[src/rtl/ram_pkg.sv]
// ram_pkg: shared sizing defaults and FSM state type for the RAM arbiter.
//   DEPTH   : default number of RAM words
//   WIDTH   : default RAM word width
//   state_t : arbiter FSM states (INIT clear sweep, RUN arbitration)
package ram_pkg;

   localparam int unsigned DEPTH = 16;
   localparam int unsigned WIDTH = 8;

   typedef enum logic {
      INIT = 1'b0,
      RUN  = 1'b1
   } state_t;

endpackage

[src/rtl/rr_arb2.sv]
// rr_arb2: two-requester round-robin grant.
//   i_valid [1:0] : request valids
//   i_last        : requester granted most recently (0 or 1)
//   o_grant [1:0] : one-hot grant, all-zero when nothing is requested
module rr_arb2 (
   input  logic [1:0] i_valid,
   input  logic       i_last,
   output logic [1:0] o_grant
);

   always_comb begin
      o_grant = '0;
      if (i_valid[0] && i_valid[1]) begin
         // contention goes to whoever did not win last time
         o_grant = i_last ? 2'b01 : 2'b10;
      end else if (i_valid[0]) begin
         o_grant = 2'b01;
      end else if (i_valid[1]) begin
         o_grant = 2'b10;
      end
   end

endmodule

[src/rtl/ram_arbiter.sv]
// ram_arbiter: arbitrates two command requesters onto one single-port RAM.
// After reset the RAM is cleared to zero by a write sweep, then commands are
// accepted one per cycle with round-robin priority. Reads are fully
// pipelined and return data to the issuing requester three cycles after
// acceptance.
//   clk, rst_n                : clock, asynchronous active-low reset
//   reqN_valid/we/addr/wdata  : requester N command (N = 0, 1)
//   reqN_ready                : command accepted when valid && ready
//   rspN_valid/rdata          : one-cycle read response to requester N
//   ram_en/we/addr/wdata      : registered RAM command
//   ram_rdata                 : RAM read data, one cycle after a read strobe
//   init_done                 : clear sweep finished
module ram_arbiter
   import ram_pkg::*;
#(
   parameter int unsigned DEPTH  = ram_pkg::DEPTH,
   parameter int unsigned DATA_W = ram_pkg::WIDTH,
   parameter int unsigned ADDR_W = $clog2(DEPTH)
) (
   input  logic              clk,
   input  logic              rst_n,
   input  logic              req0_valid,
   input  logic              req0_we,
   input  logic [ADDR_W-1:0] req0_addr,
   input  logic [DATA_W-1:0] req0_wdata,
   output logic              req0_ready,
   input  logic              req1_valid,
   input  logic              req1_we,
   input  logic [ADDR_W-1:0] req1_addr,
   input  logic [DATA_W-1:0] req1_wdata,
   output logic              req1_ready,
   output logic              rsp0_valid,
   output logic [DATA_W-1:0] rsp0_rdata,
   output logic              rsp1_valid,
   output logic [DATA_W-1:0] rsp1_rdata,
   output logic              ram_en,
   output logic              ram_we,
   output logic [ADDR_W-1:0] ram_addr,
   output logic [DATA_W-1:0] ram_wdata,
   input  logic [DATA_W-1:0] ram_rdata,
   output logic              init_done
);

   state_t            r_state;
   state_t            w_next_state;
   logic [ADDR_W:0]   r_init_cnt;
   logic              w_run;
   logic              w_issue_init;

   logic [1:0]        w_grant;
   logic              r_last;
   logic              w_acc;
   logic              w_we;
   logic [ADDR_W-1:0] w_addr;
   logic [DATA_W-1:0] w_wdata;
   logic              w_oob;

   logic              r_ram_en;
   logic              r_ram_we;
   logic [ADDR_W-1:0] r_ram_addr;
   logic [DATA_W-1:0] r_ram_wdata;

   logic              r_t1_vld, r_t1_id, r_t1_oob;
   logic              r_t2_vld, r_t2_id, r_t2_oob;

   logic              r_rsp0_valid, r_rsp1_valid;
   logic [DATA_W-1:0] r_rsp0_rdata, r_rsp1_rdata;

   // ---------------- FSM: state register ----------------
   always_ff @(posedge clk or negedge rst_n) begin
      if (!rst_n) begin
         r_state <= INIT;
      end else begin
         r_state <= w_next_state;
      end
   end

   // ---------------- FSM: next state ----------------
   // The counter idles at DEPTH for one cycle while the final sweep write
   // is on the RAM bus, so RUN begins the cycle after that write.
   always_comb begin
      w_next_state = r_state;
      case (r_state)
         INIT:    if (32'(r_init_cnt) == DEPTH) w_next_state = RUN;
         RUN:     w_next_state = RUN;
         default: w_next_state = INIT;
      endcase
   end

   // ---------------- FSM: outputs ----------------
   always_comb begin
      w_run        = 1'b0;
      w_issue_init = 1'b0;
      case (r_state)
         INIT:    w_issue_init = (32'(r_init_cnt) < DEPTH);
         RUN:     w_run        = 1'b1;
         default: ;
      endcase
   end

   assign init_done = w_run;

   always_ff @(posedge clk or negedge rst_n) begin
      if (!rst_n) begin
         r_init_cnt <= '0;
      end else if (w_issue_init) begin
         r_init_cnt <= r_init_cnt + 1'b1;
      end
   end

   // ---------------- arbitration ----------------
   rr_arb2 u_rr_arb2 (
      .i_valid (({req1_valid, req0_valid})),
      .i_last  (r_last),
      .o_grant (w_grant)
   );

   assign req0_ready = w_run & w_grant[0];
   assign req1_ready = w_run & w_grant[1];
   assign w_acc      = req0_ready | req1_ready;

   assign w_we    = req1_ready ? req1_we    : req0_we;
   assign w_addr  = req1_ready ? req1_addr  : req0_addr;
   assign w_wdata = req1_ready ? req1_wdata : req0_wdata;
   assign w_oob   = (32'(w_addr) >= DEPTH);

   // pointer resets to "last = 1" so req0 wins the first contention
   always_ff @(posedge clk or negedge rst_n) begin
      if (!rst_n) begin
         r_last <= 1'b1;
      end else if (w_acc) begin
         r_last <= req1_ready;
      end
   end

   // ---------------- RAM command register ----------------
   always_ff @(posedge clk or negedge rst_n) begin
      if (!rst_n) begin
         r_ram_en    <= 1'b0;
         r_ram_we    <= 1'b0;
         r_ram_addr  <= '0;
         r_ram_wdata <= '0;
      end else if (w_issue_init) begin
         r_ram_en    <= 1'b1;
         r_ram_we    <= 1'b1;
         r_ram_addr  <= r_init_cnt[ADDR_W-1:0];
         r_ram_wdata <= '0;
      end else if (w_acc && !w_oob) begin
         r_ram_en    <= 1'b1;
         r_ram_we    <= w_we;
         r_ram_addr  <= w_addr;
         r_ram_wdata <= w_wdata;
      end else begin
         // out-of-range commands are accepted but never reach the RAM
         r_ram_en    <= 1'b0;
         r_ram_we    <= 1'b0;
      end
   end

   assign ram_en    = r_ram_en;
   assign ram_we    = r_ram_we;
   assign ram_addr  = r_ram_addr;
   assign ram_wdata = r_ram_wdata;

   // ---------------- read tag pipeline ----------------
   // Stage 1 lines up with the RAM command, stage 2 with ram_rdata.
   always_ff @(posedge clk or negedge rst_n) begin
      if (!rst_n) begin
         r_t1_vld <= 1'b0;
         r_t1_id  <= 1'b0;
         r_t1_oob <= 1'b0;
         r_t2_vld <= 1'b0;
         r_t2_id  <= 1'b0;
         r_t2_oob <= 1'b0;
      end else begin
         r_t1_vld <= w_acc & ~w_we;
         r_t1_id  <= req1_ready;
         r_t1_oob <= w_oob;
         r_t2_vld <= r_t1_vld;
         r_t2_id  <= r_t1_id;
         r_t2_oob <= r_t1_oob;
      end
   end

   // ---------------- responses ----------------
   always_ff @(posedge clk or negedge rst_n) begin
      if (!rst_n) begin
         r_rsp0_valid <= 1'b0;
         r_rsp1_valid <= 1'b0;
         r_rsp0_rdata <= '0;
         r_rsp1_rdata <= '0;
      end else begin
         r_rsp0_valid <= r_t2_vld & ~r_t2_id;
         r_rsp1_valid <= r_t2_vld &  r_t2_id;
         if (r_t2_vld && !r_t2_id) begin
            r_rsp0_rdata <= r_t2_oob ? '0 : ram_rdata;
         end
         if (r_t2_vld && r_t2_id) begin
            r_rsp1_rdata <= r_t2_oob ? '0 : ram_rdata;
         end
      end
   end

   assign rsp0_valid = r_rsp0_valid;
   assign rsp1_valid = r_rsp1_valid;
   assign rsp0_rdata = r_rsp0_rdata;
   assign rsp1_rdata = r_rsp1_rdata;

endmodule

[config.mk]
export PLATFORM = sky130hd
export DESIGN_NAME = ram_arbiter
export DESIGN_NICKNAME = d
export VERILOG_FILES = /design/src/rtl/ram_pkg.sv /design/src/rtl/rr_arb2.sv /design/src/rtl/ram_arbiter.sv
export SDC_FILE = /design/constraint.sdc
export NUM_CORES = 1
export LEC_CHECK = 0
export ABC_AREA = 1
export CORE_MARGIN = 2
export CORE_UTILIZATION = 62
export DETAILED_ROUTE_END_ITERATION = 10
export DONT_BUFFER_PORTS = 1
export GPL_TIMING_DRIVEN = 0
export PLACE_DENSITY_LB_ADDON = 0.3
export RECOVER_POWER = 50
export SYNTH_ARGS = -nofsm -noshare
export SYNTH_HDL_FRONTEND = slang
export SYNTH_SLANG_ARGS = --single-unit
[constraint.sdc]
create_clock -name clk -period 1.45 [get_ports clk]
set_input_delay 0.29 -clock clk [delete_from_list [all_inputs] [get_ports clk]]
set_output_delay 0.29 -clock clk [all_outputs]
set_load 0.02 [all_outputs]
==> results.cfg <==
[timing]
slew-limit-headroom_pct = 37.8
period_needed_ps = 1540
setup_tns_ps = -151
rsz0062_at_grt = yes
drv_slew = 0
fin_skew_ps = 8.35
worst_slack_ps = -93.5
max_freq_ghz = 0.648
fin_crit_sh_pct = 106
tightestPinTransition_ps = 933
finalHoldViolations = 0
setup_viol = 2

[critical_path]
cp-start-kind = flop
crit_path_max_incr_delay_ps = 590
cp_data_required_time_ps = 1160
r2r_start = r_last
crit_fanout = 4
timing.reg2reg.setup_slack_ps = 20
worstPathCellList = nand2_4 > nand2_8 > clkinvlp_4
critPathTopFamily = flip-flops
crit_slowest_cell = dfstp_2
path_class = reg -> out
worstPathArrival_ps = 1250
end_kind = primary output
critPathBufInv = 1
r2r_end = ram_we
reg2reg_depth = 7

[floorplan]
start_util_pct = 65.0
ioPinCount = 73
rows = 20
fp.dieW_um = 60.4
dieArea_um2 = 3640
design.core.area_um2 = 3030
die_y_um = 60.4

[hold_path]
min_path_cells = 2
hold_path_class = in -> reg
hold_end = rsp0_rdata[0]
hp-start = ram_rdata[0]

[yosys]
synth-compound-area-share_pct = 5.97
yosysTopAreaCell = dfrtp_1
ys_types = 21
syn_area_um2 = 1970
async_reset_ff_share_pct = 100
yosys.area_share.simple_pct = 26.2
synth-main-ff-cell = dfrtp_1
ys_ff_latch = 43
synth-adder-area-share_pct = 1.27
synthesis.nets = 262
yosysWarnings = 0
yosysMostFrequentCell = nand2_1
ys_top_cells_by_area = dfrtp_1, nand2_1, inv_1
synth_xor_area_share_pct = 0.889
synth_top_family_by_area = simple AND/OR/NAND/NOR gates
syn_inst = 222
synth_area_per_cell_um2 = 8.87
synthMuxAreaShare_pct = 0
synth.top_cells.by_count = nand2_1, dfrtp_1, inv_1
synth_edf_count = 0
synth_top_area_share_pct = 53.4
ys_seq_area_share_pct = 54.7

[detailed_routing]
ant_nets = 0
first_pass_iters = 4
drc = 0
wl_met2_um = 1910
vias_per_cell = 5.17
met1_length_um = 1660
highest_layer = met4
drt_wl_total_um = 3910
first_iter_violations = 89
vias = 1458
routed-wl-met3_um = 283
avgRoutedWirePerCell_um = 13.8

[cells_and_area]
area_growth_pct = 12.5
nets = 277
fin_util_pct = 73.1
fill_cells = 221
layoutNonFillerInstCount = 282
diodes = 0
drive_above_1_share_pct = 14.3
fin_area_um2 = 2210

[placement]
place_hpwl_um = 2620
dpl-instance-area_um2 = 2020
gp_congestion = 0.783
port_buffers = 0
placedCellCount = 266

[power_and_ir_drop]
ir_worst_vdd_v = 0.000662
power_density_nw_per_um2 = 1310
p_leak_nw = 1.16
p_total_mw = 2.90

[clock_tree]
cts_made_buffers = 5
insertion_delay_ps = 340
root_buffer = clkbuf_4
htreeDepth = 2
cts_buffer_depth = 2
tritoncts = yes
path_clk_slew_ps = 130
cts_sinks = 43

[status]
status = finished with violations
violations = setup timing

[global_routing]
grt_pass1_vias = 1291
grt_remaining_overflow = 0
grt_max_degree = 44
antenna_found_initial = 0
grt_pass1_wl_um = 5910
grt.total_usage_pct = 22.2

[job]
max-cap-violations = 0
==> final cells by class <==
type                       count  area, um^2  area share, %
clock inverter                 2        60.1           2.71
multi-input combinational    133         711           32.1
clock buffer                   6        41.3           1.86
sequential                    43        1080           48.7
inverter                      39         155           7.01
tap                           44        55.1           2.49
buffer                         6        46.3           2.09
timing repair buffer           9        67.6           3.05
==> cells by family after synthesis <==
logic type	after synthesis
fa+ha+maj	2
xor+xnor	2
flops	43
buf+inv	46
simple gates	106
compound gates	23
==> state kept, by name, summed over array words and instances (netlist names) <==
signal,flops
ram_wdata,8
rsp0_rdata,8
rsp1_rdata,8
r_init_cnt,5
ram_addr,4
r_last,1
r_state,1
r_t1_id,1
r_t1_vld,1
r_t2_id,1
r_t2_vld,1
ram_en,1
ram_we,1
rsp0_valid,1
rsp1_valid,1
==> power breakdown <==
group	internal [mW]	switching [mW]	leakage [nW]	total, mW
clock network	0.538	0.370	0.0525	0.908
logic	0.135	0.200	0.590	0.335
registers	1.36	0.300	0.519	1.66
total	2.04	0.869	1.16	2.90
==> how the worst max path moves through the flow <==
| stage | startpoint | end | slack (ps) | cells past startpoint |
|---|---|---|---|---|
| final | r_last | req1_ready | -90 | 3 |
| after global routing | r_last | req1_ready | -130 | 3 |
| after CTS | r_state | req0_ready | -90 | 2 |
| after detailed placement | r_state | req1_ready | -80 | 5 |
| after global placement | r_state | req1_ready | -70 | 5 |
| after floorplan | r_state | req1_ready | 60 | 5 |
==> routing by layer <==
| layer | vias to the layer above | global-route usage [%] |
|---|---|---|
| li1 | 715 | - |
| met1 | 681 | 28.8 |
| met2 | 56 | 34.6 |
| met3 | 6 | 6.18 |
| met4 | 0 | 10.8 |
| met5 | - | 0 |
==> through the flow <==
| stage | setup slack, ps | hold slack [ps] |
|---|---|---|
| 2_1_floorplan | 59.6 | -5.59 |
| 4_1_cts | -94.7 | 78.5 |
| 3_5_place_dp | -83.4 | -4.84 |
| 5_1_grt | -135 | 79.0 |
| 3_3_place_gp | -71.3 | -4.63 |
| 6_report | -93.5 | 92.9 |
==> cells in the final DEF (no fill, tap or decap), drive strengths merged, types with 5 or more instances in the layout <==
cell and instances:
nand2 71, inv 38, buf 12, nand4 5
clkbuf 8, nand3 15, nand3b 13, dfrtp 42
o21ai 21
==> worst register-to-register path, cell delays in order (launching register included) <==
cell,delay [ps]
dfstp_2,590
nand2_4,90
nand2_8,80
buf_4,100
buf_4,180
nand2_2,90
nand3_1,110
nand2_1,80
==> what timing repair did <==
item / in CTS / in global routing
buffers inserted: 3 / 4
endpoints found under the setup margin: 2 / 2
hold buffers: 2 / 0
endpoints found under the hold margin: 43 / 0
pin swaps: 2 / 3
gates cloned: 0 / 0
resized for setup: 7 / 3
Note: power is estimated with default switching activity, not from simulation.
